===== config.mk =====
export PLATFORM = sky130hd
export DESIGN_NAME = store_commit_buffer_flat
export DESIGN_NICKNAME = d
export VERILOG_FILES = /design/src/rtl/store_commit_buffer_if.sv /design/src/rtl/store_commit_buffer.sv /design/src/flat_wrapper.sv
export SDC_FILE = /design/constraint.sdc
export NUM_CORES = 1
export LEC_CHECK = 0
export BUFFER_PORTS_ARGS = -buffer_cell sky130_fd_sc_hd__buf_2
export CAP_MARGIN = 10
export CORE_AREA = 2 2 213 215
export DETAILED_ROUTE_END_ITERATION = 8
export DIE_AREA = 0 0 215 217
export GPL_TIMING_DRIVEN = 1
export PLACE_DENSITY = 0.84
export SLEW_MARGIN = 15
export SYNTH_ARGS = -nofsm -noshare
export SYNTH_HDL_FRONTEND = slang
export SYNTH_SLANG_ARGS = --single-unit

===== constraint.sdc =====
create_clock -name clk -period 7.1 [get_ports clk]
set_clock_uncertainty 0.15 [all_clocks]
set_input_delay 0.71 -clock clk [delete_from_list [all_inputs] [get_ports clk]]
set_output_delay 0.71 -clock clk [all_outputs]
set_load 0.01 [all_outputs]

===== src/rtl/store_commit_buffer_if.sv =====
// Handshake bundle for the store commit buffer: ROB store commit, data-memory
// write channel, and the load-unit overlap query.
interface store_commit_buffer_if;
  logic        st_push;
  logic [31:0] st_addr;
  logic [31:0] st_wdata;
  logic [3:0]  st_wmask;
  logic        full;
  logic        empty;
  logic [31:0] dmem_addr;
  logic [31:0] dmem_wdata;
  logic [3:0]  dmem_wmask;
  logic        dmem_resp;
  logic [31:0] ld_addr;
  logic [3:0]  ld_rmask;
  logic        ld_conflict;

  modport master (
    output st_push, st_addr, st_wdata, st_wmask,
    input  full, empty,
    input  dmem_addr, dmem_wdata, dmem_wmask,
    output dmem_resp,
    output ld_addr, ld_rmask,
    input  ld_conflict
  );

  modport slave (
    input  st_push, st_addr, st_wdata, st_wmask,
    output full, empty,
    output dmem_addr, dmem_wdata, dmem_wmask,
    input  dmem_resp,
    input  ld_addr, ld_rmask,
    output ld_conflict
  );
endinterface


===== src/rtl/store_commit_buffer.sv =====
// Post-commit store buffer: captures retired stores, drains them in order to
// data memory, and flags loads that overlap any store not yet written.
//
// state   | meaning
// --------+-----------------------------------------------------------
// S_IDLE  | no request on the memory port (dmem_wmask = 0)
// S_WRITE | head entry driven to memory, waiting for dmem_resp
module store_commit_buffer #(
  parameter int DEPTH = 8
) (
  input logic                 clk,
  input logic                 rst,
  store_commit_buffer_if.slave bus
);
  localparam int AW = $clog2(DEPTH);

  localparam logic [0:0] S_IDLE  = 1'b0;
  localparam logic [0:0] S_WRITE = 1'b1;

  logic [0:0]    state;
  logic [0:0]    state_nxt;
  logic [AW:0]   head;
  logic [AW:0]   tail;
  logic [AW:0]   count;
  logic [AW:0]   remain;
  logic [AW-1:0] head_idx;
  logic [AW-1:0] tail_idx;
  logic          full_w;
  logic          empty_w;
  logic          push_ok;
  logic          pop;
  logic          hit;

  // Only the word address is kept; byte offset is carried by the mask.
  logic [29:0] addr_mem  [DEPTH];
  logic [31:0] wdata_mem [DEPTH];
  logic [3:0]  wmask_mem [DEPTH];

  logic unused_addr_lsbs;
  assign unused_addr_lsbs = ^{bus.st_addr[1:0], bus.ld_addr[1:0]};

  assign head_idx = head[AW-1:0];
  assign tail_idx = tail[AW-1:0];
  assign full_w   = (head[AW] != tail[AW]) && (head_idx == tail_idx);
  assign empty_w  = (head == tail);
  assign count    = tail - head;

  // Full is judged on the pointers before this edge, so a same-cycle pop
  // never makes room for a same-cycle push.
  assign push_ok  = bus.st_push && !full_w;
  assign pop      = (state == S_WRITE) && bus.dmem_resp;
  assign remain   = count - {{AW{1'b0}}, 1'b1} + {{AW{1'b0}}, push_ok};

  always_comb begin
    state_nxt = state;
    case (state)
      S_IDLE: begin
        if (!empty_w) state_nxt = S_WRITE;
      end
      S_WRITE: begin
        if (pop && (remain == '0)) state_nxt = S_IDLE;
      end
      default: state_nxt = S_IDLE;
    endcase
  end

  always_ff @(posedge clk) begin
    if (!rst) begin
      head  <= '0;
      tail  <= '0;
      state <= S_IDLE;
    end else begin
      state <= state_nxt;
      if (push_ok) tail <= tail + 1'b1;
      if (pop)     head <= head + 1'b1;
    end
  end

  always_ff @(posedge clk) begin
    if (push_ok) begin
      addr_mem[tail_idx]  <= bus.st_addr[31:2];
      wdata_mem[tail_idx] <= bus.st_wdata;
      wmask_mem[tail_idx] <= bus.st_wmask;
    end
  end

  always_comb begin
    bus.dmem_addr  = '0;
    bus.dmem_wdata = '0;
    bus.dmem_wmask = '0;
    if (state == S_WRITE) begin
      bus.dmem_addr  = {addr_mem[head_idx], 2'b00};
      bus.dmem_wdata = wdata_mem[head_idx];
      bus.dmem_wmask = wmask_mem[head_idx];
    end
  end

  // An entry is live when its distance from head is below the occupancy;
  // this covers the in-flight head and excludes this cycle's push.
  always_comb begin
    hit = 1'b0;
    for (int i = 0; i < DEPTH; i++) begin
      logic [AW-1:0] rel;
      rel = AW'(i) - head_idx;
      if (({1'b0, rel} < count) &&
          (addr_mem[i] == bus.ld_addr[31:2]) &&
          ((wmask_mem[i] & bus.ld_rmask) != 4'b0000))
        hit = 1'b1;
    end
  end

  assign bus.full        = full_w;
  assign bus.empty       = empty_w;
  assign bus.ld_conflict = hit;
endmodule

===== src/flat_wrapper.sv =====
// flat-port wrapper written by rule: the top's interface ports become plain ports
module store_commit_buffer_flat 
#(
  parameter int DEPTH = 8
)
  (clk, rst, bus_st_push, bus_st_addr, bus_st_wdata, bus_st_wmask, bus_full, bus_empty, bus_dmem_addr, bus_dmem_wdata, bus_dmem_wmask, bus_dmem_resp, bus_ld_addr, bus_ld_rmask, bus_ld_conflict);
  store_commit_buffer_if bus_i ();
  input logic clk;
  input logic rst;
  input wire logic [$bits(bus_i.st_push)-1:0] bus_st_push;
  input wire logic [$bits(bus_i.st_addr)-1:0] bus_st_addr;
  input wire logic [$bits(bus_i.st_wdata)-1:0] bus_st_wdata;
  input wire logic [$bits(bus_i.st_wmask)-1:0] bus_st_wmask;
  output wire logic [$bits(bus_i.full)-1:0] bus_full;
  output wire logic [$bits(bus_i.empty)-1:0] bus_empty;
  output wire logic [$bits(bus_i.dmem_addr)-1:0] bus_dmem_addr;
  output wire logic [$bits(bus_i.dmem_wdata)-1:0] bus_dmem_wdata;
  output wire logic [$bits(bus_i.dmem_wmask)-1:0] bus_dmem_wmask;
  input wire logic [$bits(bus_i.dmem_resp)-1:0] bus_dmem_resp;
  input wire logic [$bits(bus_i.ld_addr)-1:0] bus_ld_addr;
  input wire logic [$bits(bus_i.ld_rmask)-1:0] bus_ld_rmask;
  output wire logic [$bits(bus_i.ld_conflict)-1:0] bus_ld_conflict;
  assign bus_i.st_push = bus_st_push;
  assign bus_i.st_addr = bus_st_addr;
  assign bus_i.st_wdata = bus_st_wdata;
  assign bus_i.st_wmask = bus_st_wmask;
  assign bus_full = bus_i.full;
  assign bus_empty = bus_i.empty;
  assign bus_dmem_addr = bus_i.dmem_addr;
  assign bus_dmem_wdata = bus_i.dmem_wdata;
  assign bus_dmem_wmask = bus_i.dmem_wmask;
  assign bus_i.dmem_resp = bus_dmem_resp;
  assign bus_i.ld_addr = bus_ld_addr;
  assign bus_i.ld_rmask = bus_ld_rmask;
  assign bus_ld_conflict = bus_i.ld_conflict;
  store_commit_buffer #(.DEPTH(DEPTH)) u_core (.clk(clk), .rst(rst), .bus(bus_i));
endmodule

==> impl_metrics.csv, run 1 <==
group,metric,value,unit
die,row_count,78,
placed_design,post_dp_cell_area,25500,um2
pwr,p_leak,8.73,nW
logic_synthesis,synthTopCellsByCount,"edfxtp_1 (528), mux4_2 (132), xor2_1 (127)",
clock_tree,worstSkewPairLatency,600,ps
logic_synthesis,synth-simple-area-share,5.07,%
global_routing,grt_pass1_wl,87.9,mm
setup_path,start_kind,"register",
clock_tree,htreeDepth,2,
setup_path,crit_slowest_cell,"nor4_1",
final_layout,syn_to_final_growth,13.2,%
timing,slew_headroom,19.3,%
setup_path,required,6240,ps
die,die_width,215,um
timing,max_freq,230,MHz
die,chipHeight,217,um
drt,dr.first_iter.drc_count,1646,
setup_path,ff2ff_path_depth,8,
clock_tree,cts_buffer_depth,3,
global_routing,grt_overflow,0,
pwr,internal_power,0.00549,W
placed_design,port_buffers,172,
final_layout,postLayoutCellArea,27300,um2
logic_synthesis,ys_warn_count,0,
setup_path,critical_path_class,"reg -> out",
clock_tree,ctsHoldBuffers,0,
setup_path,r2r_start,"u_core.head[2]",
logic_synthesis,syn_area_per_cell,18.0,um2
clock_tree,cts.reportedPaths.clkPinSlew,60,ps
timing,tns,0,ps
logic_synthesis,synth_top_cell_by_area,"edfxtp_1",
pwr,clkPwrFrac,39.1,%
die,initial_core_util,53.9,%
logic_synthesis,synth.area.mux_share,15.1,%
setup_path,slowest_delay,670,ps
setup_path,crit_arrival,3480,ps
clock_tree,cts-root-buf,"clkbuf_16",
setup_path,cp_num_buf_inv,1,
logic_synthesis,synth-seq-cells,540,
worst_hold_path,min_from,"bus_st_wdata[24]",
clock_tree,cts.sinks,540,
logic_synthesis,synth_cell_types,49,
timing,setup_viol,0,
clock_tree,postCtsSetupBuffers,0,
worst_hold_path,hold-path-cell-count,1,
setup_path,crit_chain,"xor2_1 > nor4_1 > nand4_1 > nor4_2 > nor4_1 > or4_1 > o2111ai_1 > buf_2",
pwr,seqPwrFrac,50.9,%
drt,via_count,13200,
run,max_cap_violations,0,
pwr,p_comb_share,10.1,%
pwr,p_sw,0.00163,W
logic_synthesis,yosys.area.top_type_share,65.8,%
global_routing,grt_pass1_vias,13200,
drt,wl,60.0,mm
setup_path,crit_family,"simple AND/OR/NAND/NOR gates",
setup_path,cp-end-kind,"output pin",
logic_synthesis,synth_edf_count,528,
worst_hold_path,hp-class,"in -> reg",
pwr,peakVddDrop,356,uV
die,dieArea,46700,um2
setup_path,path_max_fanout,2,
logic_synthesis,synth_ff_type,"edfxtp_1",
drt,drtAntennaViolNets,0,
logic_synthesis,synthCells,1340,
die,ios,179,
logic_synthesis,yosysSeqAreaShare,66.8,%
timing,finalCritPeriodShare,61.2,%
timing,drv_slew,0,
pwr,power-per-cell-area,261,nW/um2
logic_synthesis,synth_top_family_by_area,"multiplexers",
timing,period_minus_slack,4340,ps
timing,hold_violations,0,
global_routing,antenna_found_initial,12,
global_routing,grt_max_degree,53,
logic_synthesis,synthTopCellsByArea,"edfxtp_1 (66%), mux4_2 (12%), xor2_1 (4.6%), xnor2_1 (4.5%), mux2i_1 (2.7%)",
logic_synthesis,synthAdderAreaFrac,0.686,%
timing,rsz0062_at_grt,"false",
placed_design,dp_hpwl,38.6,mm
setup_path,worstReg2RegEnd,"u_core.wdata_mem[6][2]",
logic_synthesis,async_flop_share,0,%
clock_tree,cts_resized,0,
run_status,status,"finished clean",
final_layout,layout.nets,1624,
logic_synthesis,synth-xor-area-share,9.27,%
pwr,power.share.switching,22.8,%
setup_path,ff2ff_setup_slack,3120,ps
logic_synthesis,synth_most_common_cell,"edfxtp_1",
drt,post-route-drc-count,0,
drt,dr.pass1.iters,5,
global_routing,grt_usage,25.9,%
drt,wl_per_cell,27.9,um
die,core,44700,um2
clock_tree,cts_buffers,53,
timing,tightest_slew,1210,ps
logic_synthesis,synth_compound_area_share,1.23,%
clock_tree,cts_tree,"built",
drt,avgViaCountPerCell,6.14,
setup_path,crit_top_cell,"nor4_1",
worst_hold_path,min_delay_worst_endpoint,"u_core.wdata_mem[4][24]",
placed_design,gp_congestion,0.938,
logic_synthesis,synthesis.area,24100,um2
final_layout,drive_gt1_share,26.9,%
-- how the worst max path moves through the flow --
stage / slack [ps] / endpoint / cells past startpoint / start
floorplan: 320 / u_core.addr_mem[0][0] / 8 / u_core.head[2]
global placement: 2970 / bus_ld_conflict / 9 / bus_ld_addr[29]
detailed placement: 2990 / bus_ld_conflict / 9 / bus_ld_addr[29]
CTS: 2720 / bus_dmem_wmask[0] / 5 / register
global route: 2570 / bus_dmem_wmask[1] / 5 / register
finish: 2760 / bus_ld_conflict / 8 / u_core.addr_mem[7][15]
-- sequential cells by signal, indices dropped and copies added, names as in the netlist, named ones only --
| register | count |
|---|---|
| u_core.wmask_mem | 32 |
| u_core.state | 1 |
| u_core.head | 4 |
| u_core.tail | 4 |
| u_core.wdata_mem | 256 |
| u_core.addr_mem | 240 |
-- cell type report --
type | count | area (um2)
Clock inverter | 34 | 337
Timing Repair Buffer | 191 | 1030
Clock buffer | 63 | 1390
Tap cell | 600 | 751
Multi-Input combinational cell | 710 | 7610
Inverter | 8 | 30.0
Antenna cell | 6 | 15.0
Fill cell | 3195 | 17400
Sequential cell | 540 | 16100
-- per-stage QoR --
stage	total power, W	hold slack [ps]	worst slack (ps)	cells	util, %
floorplan	0.00415	340	320	1341	-
global placement	0.00439	363	2970	2049	57.1
detailed placement	0.00441	374	2990	2049	57.1
CTS	0.00716	185	2720	2146	61.0
global route	0.00734	204	2570	2150	61.0
finish	0.00712	214	2760	2152	61.0
-- worst register-to-register path, stage by stage, from the launching register on --
cell     delay (ps)
dfxtp_1         490
inv_1           100
ha_1            370
nand3_1         160
nor2_1           80
nor2b_1         320
nand2_1         330
nor2_4          760
buf_4           820
-- logic make-up (layout without fill, tap and decap cells) --
group	count (synthesis)	after routing
mux	198	198
xor+xnor	253	253
other cells	1	8
flops	540	540
simple gates	207	207
buf+inv	91	296
fa+ha+maj	12	12
compound gates	38	38
-- routing by layer --
metal	track usage [%]	up-vias	routed length, um
met2	41.6	748	29300
li1	-	5593	-
met1	34.7	6733	22500
met5	0	-	68
met4	10.1	12	2130
met3	6.15	128	5900
-- cells in the final DEF (no fill, tap or decap), types with 7 or more instances in the layout --
| cell | Yosys | layout |
|---|---|---|
| a22oi_1 | 12 | 12 |
| inv_1 | 8 | 8 |
| clkinv_2 | 0 | 12 |
| mux4_2 | 132 | 132 |
| mux2i_1 | 66 | 66 |
| dfxtp_1 | 12 | 8 |
| ha_1 | 10 | 10 |
| nor2_1 | 13 | 7 |
| clkbuf_16 | 0 | 54 |
| nand2_1 | 23 | 23 |
| buf_4 | 5 | 17 |
| nand4_1 | 35 | 35 |
| clkinv_1 | 0 | 13 |
| nor4_1 | 40 | 40 |
| xor2_1 | 127 | 127 |
| clkbuf_1 | 26 | 9 |
| nor2b_1 | 68 | 68 |
| xnor2_1 | 124 | 124 |
| edfxtp_1 | 528 | 528 |
| buf_2 | 33 | 172 |
| and2_1 | 8 | 8 |
-- power by group through the flow --
stage | registers [W] | clock network [W] | logic [W]
3_3_place_gp | 0.00369 | 0 | 0.000704
2_1_floorplan | 0.00366 | 0 | 0.000488
3_5_place_dp | 0.00369 | 0 | 0.000713
6_report | 0.00362 | 0.00278 | 0.000716
4_1_cts | 0.00363 | 0.00281 | 0.000719
5_1_grt | 0.00363 | 0.00294 | 0.000764
(Power assumes the default switching activity.)
==> run 2: changes to the inputs <==
--- a/config.mk
+++ b/config.mk
@@ -11,7 +11,7 @@
 export DETAILED_ROUTE_END_ITERATION = 8
 export DIE_AREA = 0 0 215 217
 export GPL_TIMING_DRIVEN = 1
-export PLACE_DENSITY = 0.84
+export PLACE_DENSITY = 0.81
 export SLEW_MARGIN = 15
 export SYNTH_ARGS = -nofsm -noshare
 export SYNTH_HDL_FRONTEND = slang
==> constraint.sdc (replaced) <==
create_clock -name clk -period 4.1 [get_ports clk]
set_clock_uncertainty 0.15 [all_clocks]
set_input_delay 0.41 -clock clk [delete_from_list [all_inputs] [get_ports clk]]
set_output_delay 0.41 -clock clk [all_outputs]
set_load 0.01 [all_outputs]
==> impl_metrics.csv, run 2 (synthesis gave the netlist of run 1 again) <==
group,metric,value,unit
run_status,status,"finished clean",
final_layout,layout.nets,1701,
timing,fin_ws,216,ps
placed_design,dp_hpwl,39.3,mm
drt,drtAntennaViolNets,0,
clock_tree,worstSkewPairLatency,610,ps
timing,period_minus_slack,3880,ps
placed_design,gp_congestion,0.945,
global_routing,antenna_found_initial,5,
global_routing,grt_pass1_vias,13600,
setup_path,crit_slowest_cell,"nor4_1",
clock_tree,cts_tree,"built",
run,max_cap_violations,0,
drt,dr.pass1.iters,5,
global_routing,grt_overflow,0,
drt,m1WireLength,23.6,mm
die,initial_core_util,53.9,%
drt,post-route-drc-count,0,
die,dieArea,46700,um2
drt,wl_per_cell,27.5,um
pwr,p_leak,9.02,nW
final_layout,regMostFlops,"u_core.wdata_mem",
final_layout,drive_gt1_share,26.0,%
drt,wl_met3,5.35,mm
clock_tree,postCtsSetupBuffers,0,
die,die_width,215,um
global_routing,grt_pass1_wl,88.4,mm
timing,drv_slew,0,
setup_path,crit_arrival,3320,ps
timing,setup_viol,0,
setup_path,required,3540,ps
pwr,peakVddDrop,415,uV
timing,rsz0062_at_grt,"false",
drt,via_count,13300,
setup_path,crit_chain,"xor2_1 > nor4_1 > nand4_1 > nor4_2 > nor2_1 > or4_1 > o2111ai_1 > buf_2",
die,chipHeight,217,um
timing,hold_violations,0,
clock_tree,cts.reportedPaths.clkPinSlew,60,ps
clock_tree,cts_buffer_depth,3,
placed_design,pre_cts_ws,638,ps
global_routing,grt_usage,26.2,%
global_routing,grt_max_degree,67,
drt,avgViaCountPerCell,6.00,
final_layout,fillers,3203,
final_layout,seq_area,16100,um2
timing,slew_headroom,40.1,%
worst_hold_path,hp-class,"in -> reg",
drt,dr.first_iter.drc_count,1460,
setup_path,start_kind,"register",
die,row_count,78,
setup_path,cp-end-kind,"output pin",
setup_path,path_max_fanout,2,
pwr,power-per-cell-area,433,nW/um2
die,ios,179,
final_layout,final_common_cell,"edfxtp_1",
clock_tree,cts-root-buf,"clkbuf_16",
timing,finalCritPeriodShare,94.7,%
final_layout,final_cell_mix,"edfxtp_1 (528), buf_2 (172), mux4_2 (132)",
final_layout,multi_input_area,7620,um2
setup_path,critical_path_class,"reg -> out",
final_layout,final_util,62.7,%
final_layout,reg_top3,"u_core.wdata_mem: 256 flops, u_core.addr_mem: 240 flops, u_core.wmask_mem: 32 flops",
clock_tree,cts_buffers,53,
clock_tree,htreeDepth,2,
setup_path,slowest_delay,540,ps
setup_path,crit_family,"simple AND/OR/NAND/NOR gates",
timing,tightest_slew,898,ps
final_layout,syn_to_final_growth,16.4,%
placed_design,port_buffers,172,
die,core,44700,um2
clock_tree,cts.sinks,540,
drt,top_layer,"met5",
setup_path,cp_num_buf_inv,1,
drt,wl,61.1,mm
timing,max_freq,257,MHz
final_layout,largest_reg_flops,256,
drt,met2_length,29.9,mm
run 2: changes by cell type in the layout (fill, tap and decap cells not counted), moves of 3 or more:
cell	change
bufinv_16	-4
clkbuf_1	+3
diode_2	-3
clkinv_2	-3
dlygate4sd3_1	+68
buf_12	+9
run 2: worst min-delay path: stages:
cell and delay (ps):
buf_2 100, nor2b_1 190, nand2_1 90, a21boi_0 70
run 2: path summary, 6_finish.rpt:
check	startpoint	end	slack, ps	cells past startpoint
worst max-delay path	u_core.addr_mem[7][20]	bus_ld_conflict	220	8
worst min-delay path	bus_st_push	u_core.tail[1]	130	4
worst max register to register	u_core.tail[2]	u_core.addr_mem[0][26]	840	7
worst min register to register	u_core.tail[0]	u_core.tail[0]	370	2
run 2: layout make-up:
cell class                 count  area share [%]
inverter                       8           0.107
tap                          600            2.68
clock buffer                  66            4.94
antenna                        3          0.0268
multi-input combinational    710            27.2
sequential                   540            57.5
timing repair buffer         268            6.74
clock inverter                26           0.790
run 2: routing by layer:
layer,global-route usage (%),up-vias
li1,-,5740
met1,34.0,6802
met2,43.0,655
met3,6.82,116
met4,9.43,2
met5,0,-
run 2: stage by stage:
step / total power, W / cell area [um2] / hold slack [ps] / TNS, ps / std cells
6_report: 0.0121 / 28000 / 135 / 0 / 2221
5_1_grt: 0.0125 / 28000 / 151 / 0 / 2220
4_1_cts: 0.0122 / 28000 / 155 / 0 / 2218
3_5_place_dp: 0.00765 / 25700 / 370 / 0 / 2058
3_3_place_gp: 0.00762 / 25700 / 366 / 0 / 2058
2_1_floorplan: 0.00718 / 24100 / 340 / -269450 / 1341
run 2: what timing repair did:
item / in CTS / in global routing
endpoints found under the setup margin: 0 / 1
hold endpoints to repair: 538 / 0
resized for setup: 0 / 1
hold buffers: 68 / 0
run 2: report_power, final:
group / internal [W] / switching, W
combinational: 0.000605 / 0.000738
clock: 0.00252 / 0.00203
sequential: 0.00618 / 0.0000663
